--- config.mk ---
export PLATFORM = sky130hd
export DESIGN_NAME = pattern_resp_misr
export DESIGN_NICKNAME = d
export VERILOG_FILES = /design/src/rtl/pattern_resp_pkg.sv /design/src/rtl/pattern_resp_misr_core.sv /design/src/rtl/pattern_resp_misr.sv
export SDC_FILE = /design/constraint.sdc
export NUM_CORES = 1
export LEC_CHECK = 0
export CAP_MARGIN = 20
export CORE_ASPECT_RATIO = 1.25
export CORE_UTILIZATION = 40
export CTS_CLUSTER_SIZE = 20
export DETAILED_ROUTE_END_ITERATION = 10
export MAX_ROUTING_LAYER = met4
export PLACE_DENSITY = 0.73
export SETUP_SLACK_MARGIN = 0.3
export SLEW_MARGIN = 30
export SYNTH_ARGS = -nofsm -noshare
export SYNTH_HDL_FRONTEND = slang
export SYNTH_SLANG_ARGS = --single-unit
--- constraint.sdc ---
create_clock -name blif_clk_net -period 3 [get_ports blif_clk_net]
set_clock_uncertainty 0.1 [all_clocks]
set_input_delay 0.75 -clock blif_clk_net [delete_from_list [all_inputs] [get_ports blif_clk_net]]
set_output_delay 0.75 -clock blif_clk_net [all_outputs]
set_load 0.03 [all_outputs]
--- src/rtl/pattern_resp_pkg.sv ---
// Shared types and constants for the pattern response MISR compactor.
package pattern_resp_pkg;

    // Control FSM states for the capture run
    typedef enum logic [1:0] {
        IDLE    = 2'd0,
        FLUSH   = 2'd1,
        CAPTURE = 2'd2,
        DONE    = 2'd3
    } state_e;

    // x^16 + x^14 + x^13 + x^11 + 1, Galois (right-shifting) form
    localparam logic [15:0] DEFAULT_POLY = 16'hB400;
    localparam logic [15:0] DEFAULT_SEED = 16'hFFFF;

    // Bit positions of the upstream output nets inside resp_in
    localparam int RESP_NETS         = 9;
    localparam int IDX_G42_1         = 8;
    localparam int IDX_N_572_1       = 7;
    localparam int IDX_N_573_1       = 6;
    localparam int IDX_N_549_1       = 5;
    localparam int IDX_N_569_1       = 4;
    localparam int IDX_ACVQN2_3      = 3;
    localparam int IDX_N_266_AND_0_3 = 2;
    localparam int IDX_ACVQN1_5      = 1;
    localparam int IDX_P6_5          = 0;

endpackage

--- src/rtl/pattern_resp_misr_core.sv ---
// Combinational next-state function of a Galois MISR. Kept separate so the
// feedback polynomial can be changed without touching the control FSM.
module misr_core
    import pattern_resp_pkg::*;
#(
    parameter int               SIG_W  = 16,
    parameter int               RESP_W = RESP_NETS,
    parameter logic [SIG_W-1:0] POLY   = DEFAULT_POLY
) (
    input  logic [SIG_W-1:0]  sig,
    input  logic [RESP_W-1:0] data,
    output logic [SIG_W-1:0]  sig_nxt
);

    logic [SIG_W-1:0] fb_term;

    // Shift right, fold in the taps when the LSB falls out, inject the data
    always_comb begin
        fb_term = sig[0] ? POLY : '0;
        sig_nxt = (sig >> 1) ^ fb_term ^ SIG_W'(data);
    end

endmodule

--- src/rtl/pattern_resp_misr.sv ---
// Response compactor: registers the upstream outputs, folds them into a MISR
// over a programmable window and hands the signature out via valid/ready.
// Optional build macro PATTERN_RESP_MISR_MASK_EN adds a resp_mask input that
// zeroes selected (X-prone) response bits before they reach the MISR.
module pattern_resp_misr
    import pattern_resp_pkg::*;
#(
    parameter int               RESP_W  = RESP_NETS,
    parameter int               SIG_W   = 16,
    parameter logic [SIG_W-1:0] POLY    = DEFAULT_POLY,
    parameter logic [SIG_W-1:0] SEED    = DEFAULT_SEED,
    parameter int               SETTLE  = 2,
    parameter int               WIN_LEN = 256
) (
    input  logic              blif_clk_net,
    input  logic              blif_reset_net,
    input  logic              start,
    input  logic [RESP_W-1:0] resp_in,
`ifdef PATTERN_RESP_MISR_MASK_EN
    input  logic [RESP_W-1:0] resp_mask,
`endif
    input  logic [SIG_W-1:0]  exp_sig,
    output logic              busy,
    output logic              sig_valid,
    input  logic              sig_ready,
    output logic [SIG_W-1:0]  sig_data,
    output logic              pass
);

    // Counter spans both the settle and capture phases and never wraps
    localparam int MAX_CNT = (WIN_LEN > SETTLE) ? WIN_LEN : SETTLE;
    localparam int CNT_W   = $clog2(MAX_CNT + 1);
    localparam int SET_M1  = (SETTLE > 0) ? SETTLE - 1 : 0;
    localparam int WIN_M1  = (WIN_LEN > 0) ? WIN_LEN - 1 : 0;
    localparam logic [CNT_W-1:0] SETTLE_LAST = SET_M1[CNT_W-1:0];
    localparam logic [CNT_W-1:0] WIN_LAST    = WIN_M1[CNT_W-1:0];

    state_e            state_q, state_d;
    logic [CNT_W-1:0]  cnt_q, cnt_d;
    logic [SIG_W-1:0]  sig_q, sig_d;
    logic [RESP_W-1:0] resp_q, resp_d;
    logic              sig_valid_q, sig_valid_d;
    logic [SIG_W-1:0]  sig_data_q, sig_data_d;
    logic              pass_q, pass_d;
    logic [RESP_W-1:0] inj;
    logic [SIG_W-1:0]  misr_nxt;
    logic              hs;

    assign hs = sig_valid_q & sig_ready;

    // Term injected into the MISR, optionally with masked bits forced to 0
    always_comb begin
`ifdef PATTERN_RESP_MISR_MASK_EN
        inj = resp_q & ~resp_mask;
`else
        inj = resp_q;
`endif
    end

    misr_core #(
        .SIG_W  (SIG_W),
        .RESP_W (RESP_W),
        .POLY   (POLY)
    ) u_misr_core (
        .sig     (sig_q),
        .data    (inj),
        .sig_nxt (misr_nxt)
    );

    // FSM state register
    always_ff @(posedge blif_clk_net or negedge blif_reset_net) begin
        if (!blif_reset_net) state_q <= IDLE;
        else                 state_q <= state_d;
    end

    // FSM next-state: start only honoured in IDLE, handshake closes DONE
    always_comb begin
        state_d = state_q;
        case (state_q)
            IDLE:    if (start) state_d = (SETTLE == 0) ? CAPTURE : FLUSH;
            FLUSH:   if (cnt_q == SETTLE_LAST) state_d = CAPTURE;
            CAPTURE: if (cnt_q == WIN_LAST) state_d = DONE;
            DONE:    if (hs) state_d = IDLE;
            default: state_d = IDLE;
        endcase
    end

    // FSM outputs
    always_comb begin
        busy = (state_q != IDLE);
    end

    // Counter and signature next-values per phase
    always_comb begin
        cnt_d = cnt_q;
        sig_d = sig_q;
        case (state_q)
            IDLE: begin
                cnt_d = '0;
                sig_d = SEED;
            end
            FLUSH: begin
                if (cnt_q == SETTLE_LAST) cnt_d = '0;
                else                      cnt_d = cnt_q + CNT_W'(1);
            end
            CAPTURE: begin
                sig_d = misr_nxt;
                if (cnt_q != WIN_LAST) cnt_d = cnt_q + CNT_W'(1);
            end
            default: ;
        endcase
    end

    // Output stage: signature, valid and pass registered one cycle into DONE;
    // pass re-evaluates exp_sig every DONE cycle
    always_comb begin
        resp_d      = resp_in;
        sig_valid_d = (state_q == DONE) && !hs;
        sig_data_d  = sig_valid_d ? sig_q : '0;
        pass_d      = sig_valid_d && (sig_q == exp_sig);
    end

    // Datapath and output registers
    always_ff @(posedge blif_clk_net or negedge blif_reset_net) begin
        if (!blif_reset_net) begin
            cnt_q       <= '0;
            sig_q       <= '0;
            resp_q      <= '0;
            sig_valid_q <= 1'b0;
            sig_data_q  <= '0;
            pass_q      <= 1'b0;
        end else begin
            cnt_q       <= cnt_d;
            sig_q       <= sig_d;
            resp_q      <= resp_d;
            sig_valid_q <= sig_valid_d;
            sig_data_q  <= sig_data_d;
            pass_q      <= pass_d;
        end
    end

    assign sig_valid = sig_valid_q;
    assign sig_data  = sig_data_q;
    assign pass      = pass_q;

endmodule

=== Word level (Yosys, flattened, before mapping) ===
Index checks and enable logic that the tools add are counted.

* Word-level logic and storage cells: 43
* Register bits after elaboration: 54
* Input port bits: 29
* Output and inout port bits: 19

* Reduce and logical (&&, ||, !) cells: 9
* Bitwise gates (word level): 3
* Equal/unequal tests: 12
* Add/sub/neg operators: 1
* Multiplexer cells: 11

{| class="wikitable"
|+ Operator list
! operator !! count
|-
| 16-bit 2-to-1 mux || 2
|-
| 16-bit case mux with 2 select lines || 1
|-
| 9-bit case mux with 3 select lines || 1
|-
| 9-bit 2-to-1 mux || 2
|-
| 16-bit == test || 1
|-
| 15-bit by 16-bit bitwise XOR with 16-bit output || 1
|-
| 16-bit by 9-bit bitwise XOR with 16-bit output || 1
|-
| 2-bit inequality test, second input constant || 5
|-
| 9-bit by 1-bit adder with 9-bit output, second input constant || 1
|-
| 9-bit by 1-bit == test with 1-bit output, second input constant || 1
|-
| 9-bit by 8-bit == test with 1-bit output, second input constant || 1
|-
| 9-bit by 8-bit inequality test with 1-bit output, second input constant || 1
|-
| 2-bit 2-to-1 mux || 4
|-
| 2-bit case mux with 4 select lines || 1
|-
| 2-bit == test, second input constant || 2
|-
| 4-bit AND reduction || 1
|-
| 2-bit nonzero test || 2
|-
| 3-bit nonzero test || 1
|-
| 2-bit by 1-bit == test with 1-bit output, second input constant || 1
|-
| 1-bit logical AND || 2
|-
| 2-bit zero test || 1
|-
| 2-bit AND reduction || 1
|-
| 1-bit bitwise AND || 1
|-
| 1-bit zero test || 1
|}

=== Longest topological paths before layout ===
* Depth after elaboration: 4
* Mapped depth: 8
* Depth with buffers taken out: 8

=== Modules after synthesis ===
From an unflattened synthesis, not the netlist that was laid out.

* Cells, all modules: 225
* Area, all modules: 2,438.6 µm²

{| class="wikitable"
|+ Modules (own cells, without submodules)
! module !! cells each !! area each (µm²) !! times used !! seq. area each (µm²)
|-
| pattern_resp_misr || 209 || 2,303.5 || 1 || 1,351.3
|-
| misr_core || 16 || 135.1 || 1 || 0.0
|}

=== Worst setup path before layout ===
Ideal clock, no wire load.

* Kind: register -> register
* Start: reg cnt_q[0]
* End: reg state_q[1]
* Required time: 2.775 ns
* Setup slack: 1.069 ns
* Arrival: 1.706 ns
* Path buffers: 0
* Stages on the path, launching flop included: 8
* Library setup time: 0.125 ns
* Path through: dfrtp_1 ha_1 and2_1 and3_1 ha_1 o22ai_1 or3_4 mux2_4

* Cells in the longest elaborated chain, start to end: 3
* Elaborated cells on any way between the ends: 5
* Those cells by class: eq/ne: 4; reduce/logical: 1

{| class="wikitable"
|+ RTL lines
! what !! line !! text
|-
| start, declared || pattern_resp_misr.sv:39 || <nowiki>logic [CNT_W-1:0] cnt_q, cnt_d;</nowiki>
|-
| start signal, assigned || pattern_resp_misr.sv:133 || <nowiki>cnt_q <= cnt_d;</nowiki>
|-
| 9-bit by 1-bit == test with 1-bit output or 9-bit by 8-bit == test with 1-bit output (tied branches) || pattern_resp_misr.sv:81, pattern_resp_misr.sv:82 ||
|-
| 2-bit inequality test (no source line) || - ||
|-
| 4-bit AND reduction (no source line) * || - ||
|-
| end signal, assigned || pattern_resp_misr.sv:73 || <nowiki>else state_q <= state_d;</nowiki>
|-
| end, declared || pattern_resp_misr.sv:38 || <nowiki>state_e state_q, state_d;</nowiki>
|}

Mark *: on every way between the ends. The rest lies on a longest branch, timed or not.
A chain may end at the register's enable or synchronous reset.

=== Worst setup path in the final report ===
* Start: reg state_q[0]
* End: reg cnt_q[4]

* Cells in the longest elaborated chain, start to end: 3
* Elaborated cells on any way between the ends: 7
* Those cells by class: eq/ne: 3; mux: 1; reduce/logical: 3

{| class="wikitable"
|+ RTL lines
! what !! line !! text
|-
| 2-bit == test, or another cell as far along || pattern_resp_misr.sv:97 || <nowiki>case (state_q)</nowiki>
|-
| 2-bit inequality test (no source line) or 3-bit nonzero test (tied branches) || - ||
|-
| 2-bit AND reduction (no source line) || - ||
|}

Several ways; a longest one is shown, not always the timed one.

==> out/results.ini <==
[outcome]
status = complete, no violations

[logic_synthesis]
synth_edf_count = 0
synth_compound_area_share_pct = 6.852
synth_seq_cells = 54
synth_fa_ha_area_share_pct = 4.283
synthSimpleGateAreaFrac_pct = 15.20
synthCells = 200
synthMuxAreaShare_pct = 1.071
synth_top_family_by_area = simple AND/OR/NAND/NOR gates
netlist-cell-type-count = 31
synthesis.nets = 237
ys_warn_count = 0
synthArstFlopShare_pct = 100.0
syn_area_per_cell_um2 = 11.69
ys_seq_area_share_pct = 57.82
syn_area_um2 = 2337
synth-xor-area-share_pct = 12.74
dominantRegCellSynth = dfrtp_1

[cells_and_area]
layout_common_cells = 54 x dfrtp_1, 45 x clkdlybuf4s50_1, 24 x xnor2_1
n_antenna_cell = 0
area_growth_pct = 27.41
fin_nets = 288
drive_above_1_share_pct = 7.143
multi_input_area_um2 = 938.4
final_common_cell = dfrtp_1
fillCellCount = 474
regArea_um2 = 1351

[floorplan]
die_h_um = 87.47
io_pins = 48
core_area_um2 = 5518
start_util_pct = 42.36
die_w_um = 70.37
die_area_um2 = 6155
rows = 30

[placement]
dp_hpwl_mm = 3.190
place_congestion = 0.8201
portBuffers = 47
post-place-ws_ps = 636.7

[routing]
drcViolationCount = 0
first_iter_violations = 81
post_drt_wl_per_cell_um = 13.97
wl_mm = 4.415
ant_nets = 0
vias_per_cell = 4.994
via_count = 1578
first_pass_iters = 4

[sta]
fin_crit_sh_pct = 79.17
finalHoldViolCount = 0
report.final.slew_viol_count = 0
setup_tns_ps = 0
slew_headroom_pct = 55.15
whs_ps = 375.4
timing.fmax_mhz = 421.0
tightest_slew_ps = 672.7
setup_viol = 0
post-route-min-period_ps = 2375
rsz0062_at_grt = no
worst_slack_ps = 624.9

[critical_path]
rrSetupSlack_ps = 620
cp_max_fo = 19
worstPathRequired_ps = 3070
cp-startpoint = state_q[0]$_DFFE_PN0P_
crit_path_start_kind = register
ff2ff_path_depth = 6
critPathCaptureType = register
worstReg2RegEnd = cnt_q[4]$_DFFE_PN0P_
cp.arrival_ps = 2450
r2r-start = state_q[0]$_DFFE_PN0P_
critPathKind = reg2reg

[global_routing]
grt.total_usage_pct = 16.44
grt_antenna_before_repair = 0
grt-ovfl-total = 0
grt_pass1_wl_mm = 7.548
grt_max_degree = 30
grt_pass1_vias = 1628

[cts]
clock_latency_ps = 310
cts_made_buffers = 5
holdBufCountCts = 0
postCtsSetupRepairBufs = 0
clock-sinks = 54
root_buffer = clkbuf_8
cts_resized = 0
clk_pin_slew_ps = 100
htreeDepth = 2
clockBufferDepth = 2
cts_tree = built

[hold_path]
holdCritPathClass = in2async

[power_and_ir_drop]
p_leak_nw = 1.318
peakVddDrop_uv = 280.2
power_density_nw_per_um2 = 602.0

[flow_run]
drv_cap = 0

[cells in the mapped netlist (4+ instances only)]
library cell   n  share of area [%]
xor2_1        10                3.7
ha_1           8                4.3
dfrtp_1       54                 58
inv_1          6               0.96
a21oi_1       13                2.8
nand2_1        9                1.4
nand4_1        6                1.6
clkbuf_1       4               0.64
nor2_1        19                3.1
xnor2_1       24                9.0
o22a_1         4                1.5
and2_1        17                4.6
[power by group]
| group | switching (mW) | internal (mW) | total [mW] |
|---|---|---|---|
| logic | 0.123 | 0.234 | 0.358 |
| registers | 0.174 | 0.846 | 1.02 |
| clock network | 0.230 | 0.186 | 0.415 |
| total | 0.526 | 1.27 | 1.79 |
[how the worst max path moves through the flow]
stage                                        end
final                       cnt_q[4]$_DFFE_PN0P_
after global routing        cnt_q[3]$_DFFE_PN0P_
after CTS                                   busy
after detailed placement    cnt_q[5]$_DFFE_PN0P_
after global placement      cnt_q[5]$_DFFE_PN0P_
after floorplan           state_q[1]$_DFFE_PN0P_
[through the flow]
step           utilization, %  total power, mW  instance area, µm²  std cells
3_5_place_dp            52.20            1.394                2880        308
3_3_place_gp            52.20            1.384                2880        308
2_1_floorplan               -            1.256                2337        200
5_1_grt                 53.97            1.899                2978        316
6_report                53.97            1.793                2978        316
4_1_cts                 53.92            1.813                2975        316
[final cells by class]
class | count | area share, %
Sequential cell | 54 | 45.38
Multi-Input combinational cell | 134 | 31.51
Timing Repair Buffer | 50 | 16.47
Clock buffer | 6 | 2.773
Tap cell | 64 | 2.689
Inverter | 6 | 0.7563
Clock inverter | 2 | 0.4202
[state kept, by name, summed over array words and instances (netlist names)]
signal     flops
sig_valid      1
cnt_q          9
sig_data      16
sig_q         16
state_q        2
inj            9
pass           1
[cells by family (layout without fill, tap and decap cells)]
group                      after synthesis  count (layout)
DFF                                     54              54
AOI/OAI and AO/OA                       26              26
adders and majority gates                8               8
and+or+nand+nor                         64              64
xor gates and xnor gates                34              34
buffers and inverters                   12              64
muxes                                    2               2
[worst max-delay path, cell delays in order (launching register included)]
cell and delay, ps:
dfrtp_1 400, inv_1 120, ha_1 610, or3_1 390
nand2_1 90, a21oi_1 430, nor2_1 100
[per-layer routing]
metal / share of wire [%] / track usage [%] / vias to the layer above
met5: 0 / - / -
met1: 46 / 19.84 / 765
met4: 1.3 / 6.000 / 0
met2: 48 / 26.67 / 37
met3: 4.7 / 4.167 / 7
li1: - / - / 769
No activity file was read; power rests on OpenSTA's default activity.
